==> config.mk <==
export PLATFORM = sky130hd
export DESIGN_NAME = inter_ref_req_gen
export DESIGN_NICKNAME = d
export VERILOG_FILES = /design/src/rtl/inter_req_pkg.sv /design/src/rtl/inter_ref_coord_calc.sv /design/src/rtl/inter_ref_req_gen.sv
export SDC_FILE = /design/constraint.sdc
export NUM_CORES = 1
export LEC_CHECK = 0
export CAP_MARGIN = 20
export CORE_MARGIN = 2
export CORE_UTILIZATION = 51
export DETAILED_ROUTE_END_ITERATION = 6
export PLACE_DENSITY = 0.78
export SETUP_SLACK_MARGIN = 0.4
export SKIP_CTS_REPAIR_TIMING = 1
export SLEW_MARGIN = 20
export SYNTH_ARGS = -nofsm -noshare
export SYNTH_HDL_FRONTEND = slang
export SYNTH_HIERARCHICAL = 1
export SYNTH_SLANG_ARGS = --single-unit
==> constraint.sdc <==
create_clock -name clk -period 5.6 [get_ports clk]
set_clock_uncertainty 0.1 [all_clocks]
set_input_delay 0.56 -clock clk [delete_from_list [all_inputs] [get_ports clk]]
set_output_delay 0.56 -clock clk [all_outputs]
set_load 0.02 [all_outputs]
==> src/rtl/inter_req_pkg.sv <==
// Shared types and constants for the inter reference-pixel request generator.
// Optional bi-prediction support is enabled with the REQ_GEN_BIPRED_EN macro.
package inter_req_pkg;

  localparam int MVD_WIDTH     = 16;
  localparam int MV_L_FRAC_W   = 2;
  localparam int MV_C_FRAC_W   = 3;
  localparam int MV_INT_W      = MVD_WIDTH - MV_L_FRAC_W;
  localparam int PIC_COORD_W   = 12;
  localparam int PU_DIM_W      = 7;
  localparam int LUMA_DIM_WDTH = 4;
  localparam int REF_ADDR_WDTH = 4;

  localparam int LUMA_TAP_MARGIN = 3;
  localparam int CHMA_TAP_MARGIN = 1;
  localparam int SUB_BLK         = 8;

  typedef enum logic [0:0] {IDLE, ISSUE} req_state_e;

  typedef struct packed {
    logic [PIC_COORD_W-1:0]      x;
    logic [PIC_COORD_W-1:0]      y;
    logic [PU_DIM_W-1:0]         w;
    logic [PU_DIM_W-1:0]         h;
    logic signed [MVD_WIDTH-1:0] mv_x;
    logic signed [MVD_WIDTH-1:0] mv_y;
    logic [REF_ADDR_WDTH-1:0]    ref_idx;
    logic signed [MVD_WIDTH-1:0] mv1_x;
    logic signed [MVD_WIDTH-1:0] mv1_y;
    logic [REF_ADDR_WDTH-1:0]    ref_idx1;
    logic [1:0]                  pred_flag;
  } pu_req_t;

  typedef struct packed {
    logic signed [MV_INT_W-1:0] luma_x;
    logic signed [MV_INT_W-1:0] luma_y;
    logic [LUMA_DIM_WDTH-1:0]   luma_w;
    logic [LUMA_DIM_WDTH-1:0]   luma_h;
    logic signed [MV_INT_W-1:0] chma_x;
    logic signed [MV_INT_W-1:0] chma_y;
    logic [LUMA_DIM_WDTH-1:0]   chma_w;
    logic [LUMA_DIM_WDTH-1:0]   chma_h;
    logic [MV_C_FRAC_W-1:0]     frac_x;
    logic [MV_C_FRAC_W-1:0]     frac_y;
  } cache_req_t;

  // Size of the sub-block starting at offset off inside a PU dimension of total.
  function automatic logic [PU_DIM_W-1:0] sub_dim(input logic [PU_DIM_W-1:0] total,
                                                  input logic [PU_DIM_W-1:0] off);
    logic [PU_DIM_W-1:0] rem;
    rem = total - off;
    return (rem > PU_DIM_W'(SUB_BLK)) ? PU_DIM_W'(SUB_BLK) : rem;
  endfunction

endpackage

==> src/rtl/inter_ref_coord_calc.sv <==
// Combinational reference-window calculator for one luma sub-block and its chroma
// counterpart, including the interpolation filter margins.
module inter_ref_coord_calc
  import inter_req_pkg::*;
(
  input  logic [PIC_COORD_W-1:0]      i_pu_x,
  input  logic [PIC_COORD_W-1:0]      i_pu_y,
  input  logic [PU_DIM_W-1:0]         i_sub_x,
  input  logic [PU_DIM_W-1:0]         i_sub_y,
  input  logic [PU_DIM_W-1:0]         i_sub_w,
  input  logic [PU_DIM_W-1:0]         i_sub_h,
  input  logic signed [MVD_WIDTH-1:0] i_mv_x,
  input  logic signed [MVD_WIDTH-1:0] i_mv_y,
  output cache_req_t                  o_req
);

  localparam int LumaExt = 2 * LUMA_TAP_MARGIN + 1;
  localparam int ChmaExt = 2 * CHMA_TAP_MARGIN + 1;

  logic [MV_INT_W-1:0] w_pos_x;
  logic [MV_INT_W-1:0] w_pos_y;
  logic [MV_INT_W-1:0] w_lint_x;
  logic [MV_INT_W-1:0] w_lint_y;
  logic [MV_INT_W-1:0] w_cint_x;
  logic [MV_INT_W-1:0] w_cint_y;

  assign w_pos_x  = MV_INT_W'(i_pu_x) + MV_INT_W'(i_sub_x);
  assign w_pos_y  = MV_INT_W'(i_pu_y) + MV_INT_W'(i_sub_y);
  assign w_lint_x = MV_INT_W'(i_mv_x >>> MV_L_FRAC_W);
  assign w_lint_y = MV_INT_W'(i_mv_y >>> MV_L_FRAC_W);
  assign w_cint_x = MV_INT_W'(i_mv_x >>> MV_C_FRAC_W);
  assign w_cint_y = MV_INT_W'(i_mv_y >>> MV_C_FRAC_W);

  // Plain modular arithmetic: out-of-picture windows are clamped by the cache.
  always_comb begin
    o_req        = '0;
    o_req.luma_x = w_pos_x + w_lint_x - MV_INT_W'(LUMA_TAP_MARGIN);
    o_req.luma_y = w_pos_y + w_lint_y - MV_INT_W'(LUMA_TAP_MARGIN);
    o_req.luma_w = LUMA_DIM_WDTH'(i_sub_w + PU_DIM_W'(LumaExt));
    o_req.luma_h = LUMA_DIM_WDTH'(i_sub_h + PU_DIM_W'(LumaExt));
    o_req.chma_x = (w_pos_x >> 1) + w_cint_x - MV_INT_W'(CHMA_TAP_MARGIN);
    o_req.chma_y = (w_pos_y >> 1) + w_cint_y - MV_INT_W'(CHMA_TAP_MARGIN);
    o_req.chma_w = LUMA_DIM_WDTH'((i_sub_w >> 1) + PU_DIM_W'(ChmaExt));
    o_req.chma_h = LUMA_DIM_WDTH'((i_sub_h >> 1) + PU_DIM_W'(ChmaExt));
    o_req.frac_x = i_mv_x[MV_C_FRAC_W-1:0];
    o_req.frac_y = i_mv_y[MV_C_FRAC_W-1:0];
  end

endmodule

==> src/rtl/inter_ref_req_gen.sv <==
// Tiles each PU into <=8x8 sub-blocks and issues one reference-window request per
// sub-block (and per list when REQ_GEN_BIPRED_EN is defined) to the reference cache.
module inter_ref_req_gen
  import inter_req_pkg::*;
(
  input  logic                        clk,
  input  logic                        reset,
  input  logic                        pu_valid,
  output logic                        pu_ready,
  input  logic [PIC_COORD_W-1:0]      pu_x,
  input  logic [PIC_COORD_W-1:0]      pu_y,
  input  logic [PU_DIM_W-1:0]         pu_w,
  input  logic [PU_DIM_W-1:0]         pu_h,
  input  logic signed [MVD_WIDTH-1:0] mv_x,
  input  logic signed [MVD_WIDTH-1:0] mv_y,
  input  logic [REF_ADDR_WDTH-1:0]    ref_idx,
`ifdef REQ_GEN_BIPRED_EN
  input  logic signed [MVD_WIDTH-1:0] mv1_x,
  input  logic signed [MVD_WIDTH-1:0] mv1_y,
  input  logic [REF_ADDR_WDTH-1:0]    ref_idx1,
  input  logic [1:0]                  pred_flag,
  output logic                        req_list,
`endif
  output logic                        valid_in,
  input  logic                        cache_idle_out,
  output logic [REF_ADDR_WDTH-1:0]    ref_idx_in_in,
  output logic signed [MV_INT_W-1:0]  luma_ref_start_x_in,
  output logic signed [MV_INT_W-1:0]  luma_ref_start_y_in,
  output logic [LUMA_DIM_WDTH-1:0]    luma_ref_width_x_in,
  output logic [LUMA_DIM_WDTH-1:0]    luma_ref_height_y_in,
  output logic signed [MV_INT_W-1:0]  chma_ref_start_x_in,
  output logic signed [MV_INT_W-1:0]  chma_ref_start_y_in,
  output logic [LUMA_DIM_WDTH-1:0]    chma_ref_width_x_in,
  output logic [LUMA_DIM_WDTH-1:0]    chma_ref_height_y_in,
  output logic [MV_C_FRAC_W-1:0]      ch_frac_x,
  output logic [MV_C_FRAC_W-1:0]      ch_frac_y,
  output logic                        req_last
);

  localparam logic [PU_DIM_W-1:0] SubStep = PU_DIM_W'(SUB_BLK);

  req_state_e               r_state;
  pu_req_t                  r_pu;
  logic [PU_DIM_W-1:0]      r_sub_x;
  logic [PU_DIM_W-1:0]      r_sub_y;
  logic                     r_list;
  logic                     r_valid;
  cache_req_t               r_req;
  logic [REF_ADDR_WDTH-1:0] r_ref;
  logic                     r_last;

  pu_req_t                     w_in_pu;
  pu_req_t                     w_src;
  logic [PU_DIM_W-1:0]         w_sub_x;
  logic [PU_DIM_W-1:0]         w_sub_y;
  logic [PU_DIM_W-1:0]         w_sub_w;
  logic [PU_DIM_W-1:0]         w_sub_h;
  logic                        w_list;
  logic                        w_last;
  logic                        w_done;
  logic                        w_load;
  logic signed [MVD_WIDTH-1:0] w_mv_x;
  logic signed [MVD_WIDTH-1:0] w_mv_y;
  logic [REF_ADDR_WDTH-1:0]    w_ref;
  cache_req_t                  w_calc;

  always_comb begin
    w_in_pu         = '0;
    w_in_pu.x       = pu_x;
    w_in_pu.y       = pu_y;
    w_in_pu.w       = pu_w;
    w_in_pu.h       = pu_h;
    w_in_pu.mv_x    = mv_x;
    w_in_pu.mv_y    = mv_y;
    w_in_pu.ref_idx = ref_idx;
`ifdef REQ_GEN_BIPRED_EN
    w_in_pu.mv1_x     = mv1_x;
    w_in_pu.mv1_y     = mv1_y;
    w_in_pu.ref_idx1  = ref_idx1;
    w_in_pu.pred_flag = pred_flag;
`else
    w_in_pu.pred_flag = 2'b01;
`endif
  end

  // Next request: first sub-block of the incoming PU in IDLE, successor of the current one in ISSUE.
  always_comb begin
    w_src   = (r_state == ISSUE) ? r_pu : w_in_pu;
    w_sub_x = '0;
    w_sub_y = '0;
    w_list  = ~w_src.pred_flag[0];
    w_done  = 1'b0;
    if (r_state == ISSUE) begin
      if (!r_list && r_pu.pred_flag[1]) begin
        w_sub_x = r_sub_x;
        w_sub_y = r_sub_y;
        w_list  = 1'b1;
      end else if (r_sub_x + SubStep < r_pu.w) begin
        w_sub_x = r_sub_x + SubStep;
        w_sub_y = r_sub_y;
      end else if (r_sub_y + SubStep < r_pu.h) begin
        w_sub_y = r_sub_y + SubStep;
      end else begin
        w_done = 1'b1;
      end
    end
    w_last = (w_sub_x + SubStep >= w_src.w) && (w_sub_y + SubStep >= w_src.h) &&
             (w_list || !w_src.pred_flag[1]);
    w_sub_w = sub_dim(w_src.w, w_sub_x);
    w_sub_h = sub_dim(w_src.h, w_sub_y);
    w_mv_x  = w_list ? w_src.mv1_x : w_src.mv_x;
    w_mv_y  = w_list ? w_src.mv1_y : w_src.mv_y;
    w_ref   = w_list ? w_src.ref_idx1 : w_src.ref_idx;
    w_load  = (r_state == IDLE) ? (pu_valid && (w_src.pred_flag != 2'b00)) :
                                  (cache_idle_out && !w_done);
  end

  inter_ref_coord_calc u_calc (
    .i_pu_x  (w_src.x),
    .i_pu_y  (w_src.y),
    .i_sub_x (w_sub_x),
    .i_sub_y (w_sub_y),
    .i_sub_w (w_sub_w),
    .i_sub_h (w_sub_h),
    .i_mv_x  (w_mv_x),
    .i_mv_y  (w_mv_y),
    .o_req   (w_calc)
  );

  always_ff @(posedge clk) begin
    if (!reset) begin
      r_state <= IDLE;
      r_pu    <= '0;
      r_sub_x <= '0;
      r_sub_y <= '0;
      r_list  <= 1'b0;
      r_valid <= 1'b0;
      r_req   <= '0;
      r_ref   <= '0;
      r_last  <= 1'b0;
    end else begin
      unique case (r_state)
        IDLE: begin
          if (pu_valid) begin
            r_pu <= w_in_pu;
            if (w_load) r_state <= ISSUE;
          end
        end
        ISSUE: begin
          if (cache_idle_out && w_done) begin
            r_state <= IDLE;
            r_valid <= 1'b0;
            r_last  <= 1'b0;
          end
        end
        default: r_state <= IDLE;
      endcase
      if (w_load) begin
        r_sub_x <= w_sub_x;
        r_sub_y <= w_sub_y;
        r_list  <= w_list;
        r_valid <= 1'b1;
        r_req   <= w_calc;
        r_ref   <= w_ref;
        r_last  <= w_last;
      end
    end
  end

  assign pu_ready             = reset && (r_state == IDLE);
  assign valid_in             = r_valid;
  assign ref_idx_in_in        = r_ref;
  assign luma_ref_start_x_in  = r_req.luma_x;
  assign luma_ref_start_y_in  = r_req.luma_y;
  assign luma_ref_width_x_in  = r_req.luma_w;
  assign luma_ref_height_y_in = r_req.luma_h;
  assign chma_ref_start_x_in  = r_req.chma_x;
  assign chma_ref_start_y_in  = r_req.chma_y;
  assign chma_ref_width_x_in  = r_req.chma_w;
  assign chma_ref_height_y_in = r_req.chma_h;
  assign ch_frac_x            = r_req.frac_x;
  assign ch_frac_y            = r_req.frac_y;
  assign req_last             = r_last;
`ifdef REQ_GEN_BIPRED_EN
  assign req_list             = r_list;
`endif

  // PU sizes outside 4..64 or not a multiple of 4 are undefined.
  a_pu_dim: assert property (@(posedge clk) disable iff (!reset)
    (pu_valid && pu_ready) |-> ((pu_w[1:0] == 2'b00) && (pu_w >= 4) && (pu_w <= 64) &&
                                (pu_h[1:0] == 2'b00) && (pu_h >= 4) && (pu_h <= 64)));

endmodule

# Yosys cells after proc, flatten, opt, wreduce, memory -nomap -nowiden
# Cells that the tools add are included.
# word_totals
out_inout_bits	85
ff_bits	174
inputBits	78
word_cells	89
# classes
reduce_logical	14
bitwise_logic	2
mux	23
addsub	20
order_cmp	6
# op_table
op	count
112-bit two-way mux	1
7-bit two-way mux	5
16-bit two-way mux	2
13-bit by 14-bit adder with 14-bit output	2
14-bit adder	2
7-bit by 4-bit adder with 7-bit output, second input constant	4
14-bit by 1-bit subtractor with 14-bit output, second input constant	2
14-bit by 2-bit subtractor with 14-bit output, second input constant	2
12-bit by 7-bit adder with 13-bit output	2
7-bit >= comparator	2
7-bit by 4-bit greater-than comparator with 1-bit output, second input constant	2
7-bit < comparator	2
7-bit subtractor	2
1-bit two-way mux	11
5-bit two-way mux	2
4-bit by 2-bit adder with 4-bit output, second input constant	2
4-bit by 3-bit adder with 4-bit output, second input constant	2
1-bit logical AND	6
2-bit nonzero test	3
4-bit two-way mux	1
2-bit AND reduction	2
1-bit logical NOT	2
1-bit inverter	2
1-bit case mux with 2 select lines	1
1-bit logical OR	1

# Longest topological paths before layout
# Gate-level depths: netlist (run 1).
# depth
word_depth	11
ltp_mapped	30
ltp_nobuf	28

# Hierarchy
# Netlist (run 1), hierarchy kept.
# modules_own_cells
mod	cells_per_inst	seq_area_each_um2	instances	area_per_inst_um2
inter_ref_req_gen	1144	3483.3	1	9044.9
inter_ref_coord_calc	495	0.0	1	3494.6

# Least setup slack after synthesis (run 1)
# No wires, ideal clock.
# synth_path
path_type	register to register
startpoint	register r_sub_y[3]
endpoint	register r_req, in the netlist chma_ref_start_y_in[12]
t_required_ps	5380
path_slack_ps	362
path_stages_with_launch	30
n_path_buf	1
arrival_time_ps	5018
synth_period_minus_slack_ps	5238
setup_time_ps	120
cell_sequence	dfxtp_1 nand3_1 or2_2 nand2_1 ha_1 a21oi_1 o21ai_1 a21oi_4 o21a_1 nand2_1 inv_1 ha_1 inv_1 fa_1 nor2b_1 nand3_1 a311oi_2 nand2_1 xor2_1 ha_1 inv_1 ha_1 buf_2 and4_4 and3_1 a22oi_1 o21ai_1 xor2_1 nand2_1 mux2i_1
# synth_rtl
item	line_no	text
start: declaration	inter_ref_req_gen.sv:45	logic [PU_DIM_W-1:0] r_sub_y;
start signal: assignment	inter_ref_req_gen.sv:160	r_sub_y <= w_sub_y;
end signal: assignment	inter_ref_req_gen.sv:163	r_req <= w_calc;
end: declaration	inter_ref_req_gen.sv:48	cache_req_t r_req;

==> flow_summary.toml, run 1 <==
[routing]
viasPerCell = 5.39
routed_wl_um = 33200
drtIter0Drc = 682
postRouteAntennaNets = 0
via_count = 11300
wl_per_cell_um = 15.8
route.detailed.drc = 0
firstDrtPassIters = 6

[worst_setup_path]
crit_start = "r_sub_x[3]"
max_stage_delay_ns = 0.37
critPathMaxFanout = 8
cp.arrival_ns = 5.27
crit_type = "flip-flop to flip-flop"
crit_family = "adder cells"
crit_path_start_kind = "flip-flop"
critPathCaptureType = "flip-flop"
worstPathCellList = "ha_4 > ha_1 > a21oi_1 > o21ai_2 > a21oi_4 > buf_6 > buf_4 > xnor2_1 > nand2_1 > inv_1 > ha_4 > nand3_1 > o21ai_1 > a41oi_2 > xor2_1 > ha_1 > inv_1 > ha_1 > a21o_1 > or2_2 > a211o_1 > and3_1 > nand2_1 > mux2i_1"
cp_num_cells = 24
crit_buf_inv = 4
worstPathRequired_ns = 5.79
r2r_start = "r_sub_x[3]"
reg2regPathDepth = 24
cp_slowest_cell = "dfxtp_4"
crit_path_frequent_cell = "ha_1"

[clocking]
h-tree-depth = 4
tritoncts = "built"
path_clk_slew_ns = 0.07
insertion_delay_ns = 0.43
cts_buffer_depth = 2
clkSinkCount = 174
cts_buffers = 17
cts_root_buffer = "clkbuf_16"

[place]
dp_hpwl_um = 23100
gp_congestion = 0.875
io_buffers = 162
preCtsSetupSlack_ns = 0.0137

[power]
vdd_drop_max_uv = 201
power_uw = 5420
leakage_uw = 0.00677
power.density_nw_per_um2 = 348

[layout]
areaGrowthSynthToFinish_pct = 24.2
drive_gt1_share_pct = 13.1
nets = 1968

[logic_synthesis]
ys_seq_area_share_pct = 27.8
async_flop_share_pct = 0
synth-edff-count = 0
synth_cell_types = 82
synth_ff_type = "dfxtp_1"
yosysTopAreaCellShare_pct = 27.8
syn_area_per_cell_um2 = 7.65
synth-seq-cells = 174
synth_area_leaders = "dfxtp_1, ha_1, nand2_1, mux2i_1, inv_1"
synth_top_area_cell = "dfxtp_1"
ys_warn_count = 6
synth.cell_area_um2 = 12500
synthCells = 1639

[sta]
worstMarginPinSlew_ns = 1.02
drv_slew = 0
rsz0062_at_grt = "true"
finalSetupViolCount = 0
setup_slack_ns = 0.520
relSlewSlack_pct = 31.8
hold_violations = 0
fin_crit_sh_pct = 90.7
fmax_mhz = 197
period_minus_slack_ns = 5.08

[global_routing]
grt_pass1_vias = 10400
grt_max_degree = 129
grt_pass1_wl_um = 51000
grt_overflow_total = 0
grt_usage_pct = 23.9
antenna_found_initial = 1

[floorplanning]
die_area_um2 = 25900
die_h_um = 161
io_pins = 163
die_w_um = 161
start_util_pct = 51.7
row_count = 57
core_um2 = 24200

[flow_run]
cap_violations = 0

[worst_hold_path]
worstHoldStart = "r_pu[88]"
hp-class = "flip-flop to flip-flop"
hold_depth = 2

[status]
status = "complete, no violations"
## synth_stat cells (all sizes together), types with 11 or more instances
master	count
nor2b	12
and2	14
nand2	365
xnor2	46
clkbuf	60
buf	39
a21oi	130
a211oi	12
dfxtp	174
xor2	33
nor2	35
mux2	34
a21o	15
mux2i	87
nand4	12
ha	118
inv	195
and3	11
nor3	12
nand3	58
o21ai	77
## area by class of cell
cell class,instances,area (um^2)
well taps,324,405
repair buffers,204,1960
clock buffers,20,467
clock inverters,12,86.3
inverters,195,732
fillers,2071,8670
multi-input cells,1172,8420
diodes,1,2.50
flip-flops and latches,174,3510
## cells in the final DEF, fill, tap and decap left out, drive strengths merged, types with 7 or more instances in the layout
master / count
a211oi: 12
a21o: 15
a21oi: 130
and2: 14
and3: 11
buf: 43
clkbuf: 20
clkdlybuf4s50: 161
dfxtp: 174
fa: 8
ha: 118
inv: 197
mux2: 34
mux2i: 87
nand2: 365
nand2b: 9
nand3: 58
nand4: 12
nor2: 35
nor2b: 12
nor3: 12
o21a: 7
o21ai: 77
xnor2: 46
xor2: 33
## registers in the layout, indices dropped and copies added, names as in the netlist
| register | flops |
|---|---|
| luma_ref_height_y_in | 4 |
| valid_in | 1 |
| req_last | 1 |
| ch_frac_x | 3 |
| r_sub_y | 7 |
| luma_ref_start_x_in | 14 |
| luma_ref_width_x_in | 4 |
| ref_idx_in_in | 4 |
| chma_ref_height_y_in | 4 |
| luma_ref_start_y_in | 14 |
| ch_frac_y | 3 |
| chma_ref_width_x_in | 4 |
| r_pu | 75 |
| r_state | 1 |
| chma_ref_start_y_in | 14 |
| r_sub_x | 7 |
| chma_ref_start_x_in | 14 |
## worst min-delay path: cells and delay by family, from the launching register on
kind            cells  cell delay [ns]
compound gates      1             0.05
flops               1             0.31
simple gates        1             0.05
## per-stage QoR
step / cells / setup TNS, ns / cell area, um^2 / util [%] / hold slack [ns]
floorplan: 1640 / 0 / 12500 / - / 0.333
global placement: 2050 / 0 / 14300 / 58.8 / 0.338
detailed placement: 2050 / 0 / 14300 / 58.8 / 0.347
CTS: 2082 / -0.153 / 14800 / 61.1 / 0.356
global route: 2102 / 0 / 15600 / 64.2 / 0.367
finish: 2102 / 0 / 15600 / 64.2 / 0.355
## kinds of logic (layout without fill, tap and decap cells)
| family | after synthesis | in the layout | share of synthesized area (%) |
|---|---|---|---|
| DFF | 174 | 174 | 27.8 |
| other | 1 | 3 | 0.0299 |
| xor gates and xnor gates | 79 | 79 | 5.52 |
| adders and majority gates | 126 | 126 | 13.1 |
| muxes | 121 | 121 | 10.0 |
| AOI/OAI and AO/OA | 293 | 293 | 14.5 |
| and+or+nand+nor | 551 | 551 | 19.2 |
| buffers and inverters | 294 | 431 | 9.89 |
## layer usage
layer	vias up	GRT usage, %	wire [um]
li1	5655	-	-
met1	5276	32.5	15500
met2	331	40.2	15700
met3	61	2.51	1250
met4	0	6.94	745
met5	-	0	0
## power by group
group	internal, uW	switching, uW
Combinational	1220	1490
Sequential	1440	130
Clock	605	537
## path summary, 6_finish.rpt
check	end	slack, ns
min	r_pu[88]	0.36
max	chma_ref_start_y_in[11]	0.52
max reg2reg	chma_ref_start_y_in[11]	0.52
min reg2reg	r_pu[88]	0.36
No activity file was read; power rests on OpenSTA's default activity.
==> run 2: changes to the inputs <==
--- a/config.mk
+++ b/config.mk
@@ -12,7 +12,6 @@
 export PLACE_DENSITY = 0.78
 export SETUP_SLACK_MARGIN = 0.4
 export SKIP_CTS_REPAIR_TIMING = 1
-export SLEW_MARGIN = 20
 export SYNTH_ARGS = -nofsm -noshare
 export SYNTH_HDL_FRONTEND = slang
 export SYNTH_HIERARCHICAL = 1
==> run 2 against run 1 <==
Power about the same; first-iteration DRC count down 6.0%; critical path type unchanged; hold slack about the same; largest cell class unchanged.
==> flow_summary.toml, run 2 (synthesis results as in run 1) <==
[power]
p_switching_uw = 2160
power.density_nw_per_um2 = 348
power.clock.fraction_pct = 21.1
power_uw = 5420
p_int_uw = 3260
pwr-share-comb_pct = 49.9
leakage_uw = 0.00677
vdd_drop_max_uv = 201
swShare_pct = 39.8
pwr-share-seq_pct = 28.9

[sta]
hold_violations = 0
fmax_mhz = 195
period_minus_slack_ns = 5.12
drv_slew = 0
fin_crit_sh_pct = 91.5
fin_setup_tns_ns = 0
rsz0062_at_grt = "true"
worstMarginPinSlew_ns = 1.00
finalSetupViolCount = 0
relSlewSlack_pct = 33.3

[floorplanning]
io_pins = 163
die_area_um2 = 25900
die_w_um = 161
die_h_um = 161
row_count = 57
start_util_pct = 51.7
core_um2 = 24200

[global_routing]
grt_max_degree = 129
antenna_found_initial = 1
grt_overflow_total = 0
grt_usage_pct = 23.9
grt_pass1_vias = 10400
grt_pass1_wl_um = 51000

[clocking]
clkSinkCount = 174
cts_root_buffer = "clkbuf_16"
path_clk_slew_ns = 0.07
cts_buffer_depth = 2
cts_buffers = 17
insertion_delay_ns = 0.43
tritoncts = "built"
h-tree-depth = 4

[layout]
areaGrowthSynthToFinish_pct = 24.2
drive_gt1_share_pct = 13.0
n_fill_cell = 2069
regMostFlops = "r_pu"
fin_cells = 2101
seqCellArea_um2 = 3510
largest_register_ffs = 75
multi_input_area_um2 = 8410
final_common_cell = "nand2_1"
nets = 1967
final_cell_mix = "nand2_1, inv_1, dfxtp_1"
post-route-cell-area_um2 = 15600

[place]
dp_hpwl_um = 23100
io_buffers = 162
dp.cells = 2050
dpl-instance-area_um2 = 14300
gp_congestion = 0.875

[routing]
highest_layer = "met4"
wl_met3_um = 1370
wl_met1_um = 15300
wl_per_cell_um = 15.7
routed_wl_um = 33100
viasPerCell = 5.37
postRouteAntennaNets = 0
firstDrtPassIters = 5
drtIter0Drc = 641
route.met2.wl_um = 15700
via_count = 11300
route.detailed.drc = 0

[worst_setup_path]
crit_type = "flip-flop to flip-flop"
cp.arrival_ns = 5.31
worstPathRequired_ns = 5.79
critPathCaptureType = "flip-flop"
crit_path_start_kind = "flip-flop"
critPathMaxFanout = 8

[worst_hold_path]
hp-class = "flip-flop to flip-flop"

[status]
status = "complete, no violations"

[flow_run]
cap_violations = 0
==> run 2: cell count changes in the layout (fill, tap and decap cells not counted) <==
cell,previous run,this run
a21oi_1,114,113
a21oi_2,8,9
buf_16,0,1
buf_4,39,38
buf_6,3,2
dfxtp_1,167,166
dfxtp_2,1,2
ha_1,92,93
ha_4,18,17
nor2_1,30,31
nor2_2,5,4
==> run 2: power groups by stage <==
stage | clock network, uW | logic, uW | registers, uW
5_1_grt | 1210 | 2940 | 1590
4_1_cts | 1160 | 2470 | 1570
6_report | 1150 | 2700 | 1570
3_3_place_gp | 0 | 2410 | 1590
2_1_floorplan | 0 | 1570 | 1750
3_5_place_dp | 0 | 2450 | 1600
==> run 2: worst max-delay path, cell delays in order (launching register included) <==
cell and delay (ns):
dfxtp_4 0.37, ha_4 0.25, ha_1 0.30, a21oi_1 0.20, o21ai_2 0.10, a21oi_4 0.21, buf_6 0.17, buf_4 0.12
xnor2_1 0.06, nand2_1 0.11, inv_1 0.11, ha_4 0.34, nand3_1 0.16, nor2_1 0.24, o21ai_2 0.09, a311oi_1 0.35
ha_1 0.29, inv_1 0.11, ha_4 0.25, a21oi_4 0.14, nand2_2 0.08, o211a_1 0.25, a211o_1 0.30, and3_1 0.17
nand2_1 0.05, mux2i_1 0.06
==> run 2: layout make-up <==
type,count,area share (%)
clock inverters,12,0.554
multi-input cells,1172,54.0
flip-flops and latches,174,22.5
clock buffers,20,3.00
well taps,324,2.60
diodes,1,0.0161
inverters,195,4.70
repair buffers,203,12.6
==> run 2: final timing paths <==
kind	start	end	slack [ns]	cells past startpoint
hold reg to reg	r_pu[72]	r_pu[72]	0.36	2
hold / removal	r_pu[72]	r_pu[72]	0.36	2
setup reg to reg	r_sub_x[3]	chma_ref_start_y_in[11]	0.48	25
setup / recovery	r_sub_x[3]	chma_ref_start_y_in[11]	0.48	25
==> run 2: through the flow <==
stage,hold slack (ns),worst slack [ns],util (%)
floorplan,0.333,0.415,-
global placement,0.338,0.251,58.8
detailed placement,0.347,0.0137,58.8
CTS,0.356,-0.0734,61.1
global route,0.367,0.306,64.2
finish,0.355,0.478,64.2
==> run 2: layer usage <==
| metal | up-vias | global-route usage (%) |
|---|---|---|
| met5 | - | 0 |
| met4 | 0 | 6.94 |
| met3 | 51 | 2.51 |
| met2 | 311 | 40.2 |
| met1 | 5283 | 32.5 |
| li1 | 5645 | - |
==> run 3: changes to the inputs <==
--- a/config.mk
+++ b/config.mk
@@ -5,7 +5,7 @@
 export SDC_FILE = /design/constraint.sdc
 export NUM_CORES = 1
 export LEC_CHECK = 0
-export CAP_MARGIN = 20
+export CAP_MARGIN = 10
 export CORE_MARGIN = 2
 export CORE_UTILIZATION = 51
 export DETAILED_ROUTE_END_ITERATION = 6
==> run 3 against run 2 <==
Register-to-register slack is essentially flat; critical endpoint is now luma_ref_start_y_in[12]; worst setup slack better by 0.0084 ns; global-route usage unchanged; via count grew 1.0%; highest routed layer unchanged; first-iteration DRC count increased by 6.9%; clock power is essentially flat; non-clock buffer count increased by 5; flip-flop and latch count stayed put.
==> flow_summary.toml, run 3 (synthesis results as in run 1) <==
[routing]
viasPerCell = 5.42
postRouteAntennaNets = 0
drtIter0Drc = 685
route.detailed.drc = 0
firstDrtPassIters = 7
via_count = 11400
routed_wl_um = 33700
wl_per_cell_um = 16.0

[worst_setup_path]
critPathMaxFanout = 8
crit_start = "r_sub_x[3]"
reg2regPathDepth = 25
cp.arrival_ns = 5.31
r2r_start = "r_sub_x[3]"
crit_family = "adder cells"
crit_path_start_kind = "flip-flop"
crit_type = "flip-flop to flip-flop"
cp_slowest_cell = "dfxtp_4"
crit_buf_inv = 4
r2r_end = "luma_ref_start_y_in[12]"
reg2reg_slack_ns = 0.49
max_stage_delay_ns = 0.37
critPathCaptureType = "flip-flop"
crit_path_frequent_cell = "ha_4"
worstPathRequired_ns = 5.80

[status]
status = "complete, no violations"

[sta]
worstMarginPinSlew_ns = 1.16
rsz0062_at_grt = "true"
relSlewSlack_pct = 22.9
period_minus_slack_ns = 5.11
fin_crit_sh_pct = 91.3
fmax_mhz = 196
hold_violations = 0
drv_slew = 0
finalSetupViolCount = 0

[worst_hold_path]
hold_depth = 2
worstHoldStart = "r_pu[88]"
hp-class = "flip-flop to flip-flop"
min_to = "r_pu[88]"

[global_routing]
grt_pass1_vias = 10400
grt_max_degree = 129
grt_usage_pct = 23.9
grt_pass1_wl_um = 51000
grt_overflow_total = 0
antenna_found_initial = 1

[power]
power.density_nw_per_um2 = 350
leakage_uw = 0.00679
vdd_drop_max_uv = 204
power_uw = 5470

[place]
gp_congestion = 0.875
dp_hpwl_um = 23100
dpl-instance-area_um2 = 14300
io_buffers = 162

[flow_run]
cap_violations = 0

[layout]
regMostFlops = "r_pu"
final_common_cell = "nand2_1"
areaGrowthSynthToFinish_pct = 24.8
post-route-cell-area_um2 = 15600
drive_gt1_share_pct = 13.9
final_cell_mix = "nand2_1, inv_1, dfxtp_1"
nets = 1972
largest_register_ffs = 75
n_fill_cell = 2068

[clocking]
cts_buffers = 17
cts_root_buffer = "clkbuf_16"
tritoncts = "built"
clkSinkCount = 174
h-tree-depth = 4
path_clk_slew_ns = 0.07
cts_buffer_depth = 2
insertion_delay_ns = 0.44

[floorplanning]
die_w_um = 161
row_count = 57
io_pins = 163
start_util_pct = 51.7
die_h_um = 161
die_area_um2 = 25900
core_um2 = 24200
==> run 3: cell types whose count changed in the layout (fill, tap and decap cells not counted), moves of 2 or more <==
cell      delta
a21boi_1     -2
ha_1         -3
nand2_1      -2
inv_2        +3
a21boi_2     +2
buf_4        +5
ha_4         +3
nand2_2      +2
inv_1        -3
==> run 3: through the flow <==
stage          TNS, ns  worst slack, ns  std cells  hold WS [ns]  utilization, %
2_1_floorplan        0            0.415       1640         0.333               -
3_3_place_gp         0            0.251       2050         0.338            58.8
3_5_place_dp         0           0.0137       2050         0.347            58.8
4_1_cts         -0.153          -0.0734       2082         0.356            61.1
5_1_grt              0            0.218       2106         0.367            64.5
6_report             0            0.487       2106         0.355            64.5
==> run 3: layer usage <==
metal,part of all wire (%),up-vias,GRT usage (%)
li1,-,5668,-
met3,4.0,71,2.51
met5,0,-,0
met4,2.4,0,6.94
met1,46,5329,32.5
met2,47,338,40.2
==> run 3: worst max-delay path by stage <==
| stage | to | slack, ns | cells after the start |
|---|---|---|---|
| 2_1_floorplan | luma_ref_start_x_in[13] | 0.42 | 30 |
| 3_3_place_gp | chma_ref_start_y_in[12] | 0.25 | 28 |
| 3_5_place_dp | chma_ref_start_y_in[11] | 0.01 | 26 |
| 4_1_cts | chma_ref_start_y_in[11] | -0.07 | 26 |
| 5_1_grt | luma_ref_start_y_in[13] | 0.22 | 28 |
| 6_report | luma_ref_start_y_in[12] | 0.49 | 25 |
==> run 3: cell type report <==
cell class	instances	area, um^2	share of cell area, %
Sequential cell	174	3510	22.4
Antenna cell	1	2.50	0.0160
Clock buffer	20	467	2.98
Multi-Input combinational cell	1172	8460	54.1
Clock inverter	12	86.3	0.552
Inverter	195	732	4.68
Tap cell	324	405	2.59
Timing Repair Buffer	208	1990	12.7
==> run 3: worst register-to-register path: stages (launching register included) <==
cell      delay (ns)
dfxtp_4         0.37
ha_4            0.25
ha_1            0.30
a21oi_1         0.20
o21ai_2         0.10
a21oi_4         0.21
buf_6           0.17
buf_4           0.12
xnor2_1         0.06
nand2_1         0.11
inv_1           0.11
ha_4            0.32
nand3_4         0.09
and2_4          0.17
a311oi_4        0.29
nand4_1         0.19
xor2_1          0.22
ha_2            0.32
inv_1           0.07
ha_4            0.18
a21o_1          0.19
or2_2           0.28
a211o_1         0.27
and3_1          0.16
nand2_1         0.05
mux2i_1         0.08
==> run 3: power breakdown <==
part	total, uW	internal (uW)	switching (uW)	leakage, uW
sequential	1570	1440	130	0.00144
combinational	2760	1240	1510	0.00510
clock	1150	605	543	0.000257
==> patch: new RTL, config.mk and constraints of run 2 <==
Set the package constant `MV_L_FRAC_W` to 4 (it was 2).
--- a/src/rtl/inter_req_pkg.sv
+++ b/src/rtl/inter_req_pkg.sv
@@ -4,5 +4,5 @@
 
   localparam int MVD_WIDTH     = 16;
-  localparam int MV_L_FRAC_W   = 2;
+  localparam int MV_L_FRAC_W   = 4;
   localparam int MV_C_FRAC_W   = 3;
   localparam int MV_INT_W      = MVD_WIDTH - MV_L_FRAC_W;
Ports: changed (resized chma_ref_start_x_in, chma_ref_start_y_in, luma_ref_start_x_in and luma_ref_start_y_in); port bits go from 163 to 155. The function was not compared with the original's and may differ.
==> patch against run 2 <==
Synthesized area is 1.5% lower. Total power is 5.8% higher. Worst setup slack worse by 93 ps. Sequential power is 5% lower. Count of clock-buffer cells in the layout is 3 lower. Worst hold slack worse by 5.6 ps. Sequential cell count is 8 lower. Wire length is 6.7% higher. Design area is 1.4% higher. Utilization is 2.7 points higher. Highest routed layer unchanged.
==> patch: results (changes against run 2) <==
| Metric | Value |
|---|---|
| Commonest cells post-synth | 345 x nand2_1, 187 x inv_1, 166 x dfxtp_1 |
| Sequential area share after synthesis | 0.269 (-0.00869) |
| Lkg Pwr | 6.67 nW (-1.5%) |
| Share of layout cells above drive strength 1 | 0.163 (+0.0330) |
| Sw Ratio | 0.415 (+0.0172) |
| DR vias | 11.4k (+1.3%) |
| Post-synth cell types | 81 (-1.2%) |
| Avg WL per Cell | 17.1 um (+8.5%) |
| Fill cells | 1873 (-9.5%) |
| Finished Layout Cells | 2067 (-1.6%) |
| Arrival @ worst endpoint | 5500 ps (+190 ps) |
| Adder-cell share of the synthesized area | 0.149 (+0.0182) |
| Ant diodes | 0 (-1) |
| Worst vdd ir | 0.217 mV (+7.9%) |
| Syn Area/Cell | 7.83 sq um (+2.4%) |
| Largest net degree at the start of global routing | 98 (-24%) |
| XOR/XNOR Fraction of Synth Area | 0.0597 (+0.00450) |
| Status | finished clean |
| Routability cong. | 0.911 (+4.2%) |
| Clock Latency Late Sink | 450 ps (+20 ps) |
| Synth area leaders | dfxtp_1 27%, ha_1 14%, nand2_1 10% |
| M1 GR Usage | 0.341 (+0.0154) |
| Vias in the first global route | 10.4k (-0.65%) |
| Crit Path Max Fanout | 5 (-3) |
| Synth Area in Compound Gates | 0.208 (+0.0626) |
| Rel. slew slack | 0.255 (-0.0781) |
| First-iteration detailed-routing DRC count | 678 (+5.8%) |
| Global-route wire length before repair | 51.5 mm (+0.89%) |
| Post-DP HPWL | 23.5 mm (+1.9%) |
| Post-synthesis mux area share | 0.0396 (-0.0607) |
| Port bufs | 154 (-4.9%) |
| Met3 usage | 0.0395 (+0.0144) |
==> patch: cell count changes after synthesis, moves of 9 or more <==
cell,change
buf_6,-10
nor3_1,+9
nand2_1,-19
ha_1,+16
clkbuf_1,-19
a21oi_1,-91
a21boi_0,+123
mux2i_1,-78
a21boi_1,+27
==> patch: area by class of cell <==
cell class,instances,area [sq um],area share
multi-input cells,1150,8740,0.554
flip-flops and latches,166,3350,0.212
repair buffers,213,2030,0.128
inverters,187,704,0.0446
clock buffers,17,425,0.0269
well taps,319,399,0.0253
clock inverters,15,148,0.00935
==> patch: per-layer routing <==
layer	part of all wire	up-vias
met5	0	-
met4	0.023	0
met3	0.056	69
met2	0.46	392
met1	0.46	5404
li1	-	5568
==> patch: cell families after synthesis <==
group	count (synthesis)
other	1
adder cells (fa/ha/maj)	142
AND/OR/NAND/NOR	527
multiplexers	44
flip-flops	166
XOR/XNOR	81
AO/OA/AOI/OAI	354
buffers and inverters	262
==> patch: power by group through the flow <==
stage	combinational (mW)	sequential [mW]	clock, mW
after global placement	2.55	1.51	0
final	3.06	1.49	1.18
after detailed placement	2.60	1.52	0
after global routing	3.29	1.51	1.24
after CTS	2.63	1.49	1.19
after floorplan	1.63	1.66	0
==> patch: worst max-delay path: stages, from the launching register on <==
cell	delay, ps
dfxtp_4	370
ha_4	160
nor2b_4	120
or2_4	250
ha_4	250
and4_4	170
a211o_4	350
a21oi_4	260
nand2_2	120
inv_2	110
ha_4	150
fa_2	240
a211oi_2	90
o21bai_1	200
a21oi_2	130
or4b_4	560
nand3_4	130
xnor2_2	70
ha_1	350
or3_4	400
o21ai_4	80
a211oi_2	50
a211oi_1	240
nand2_1	80
a21boi_1	110
==> patch: through the flow <==
step | TNS [ps] | worst slack, ps | power, mW | cell area, sq um
finish | 0 | 385 | 5.73 | 15800
global route | 0 | 224 | 6.03 | 15800
CTS | -63.0 | -45.9 | 5.31 | 14700
detailed placement | 0 | 22.4 | 4.12 | 14100
global placement | 0 | 186 | 4.06 | 14100
floorplan | 0 | 428 | 3.29 | 12400
==> patch: path summary, 6_finish.rpt <==
| check | cells after the start | end | slack, ps | startpoint |
|---|---|---|---|---|
| worst max-delay path | 24 | chma_ref_start_y_in[11] | 390 | r_sub_y[4] |
| worst min register to register | 2 | luma_ref_start_y_in[8] | 350 | luma_ref_start_y_in[8] |
| worst min-delay path | 2 | luma_ref_start_y_in[8] | 350 | luma_ref_start_y_in[8] |
| worst max register to register | 24 | chma_ref_start_y_in[11] | 390 | r_sub_y[4] |
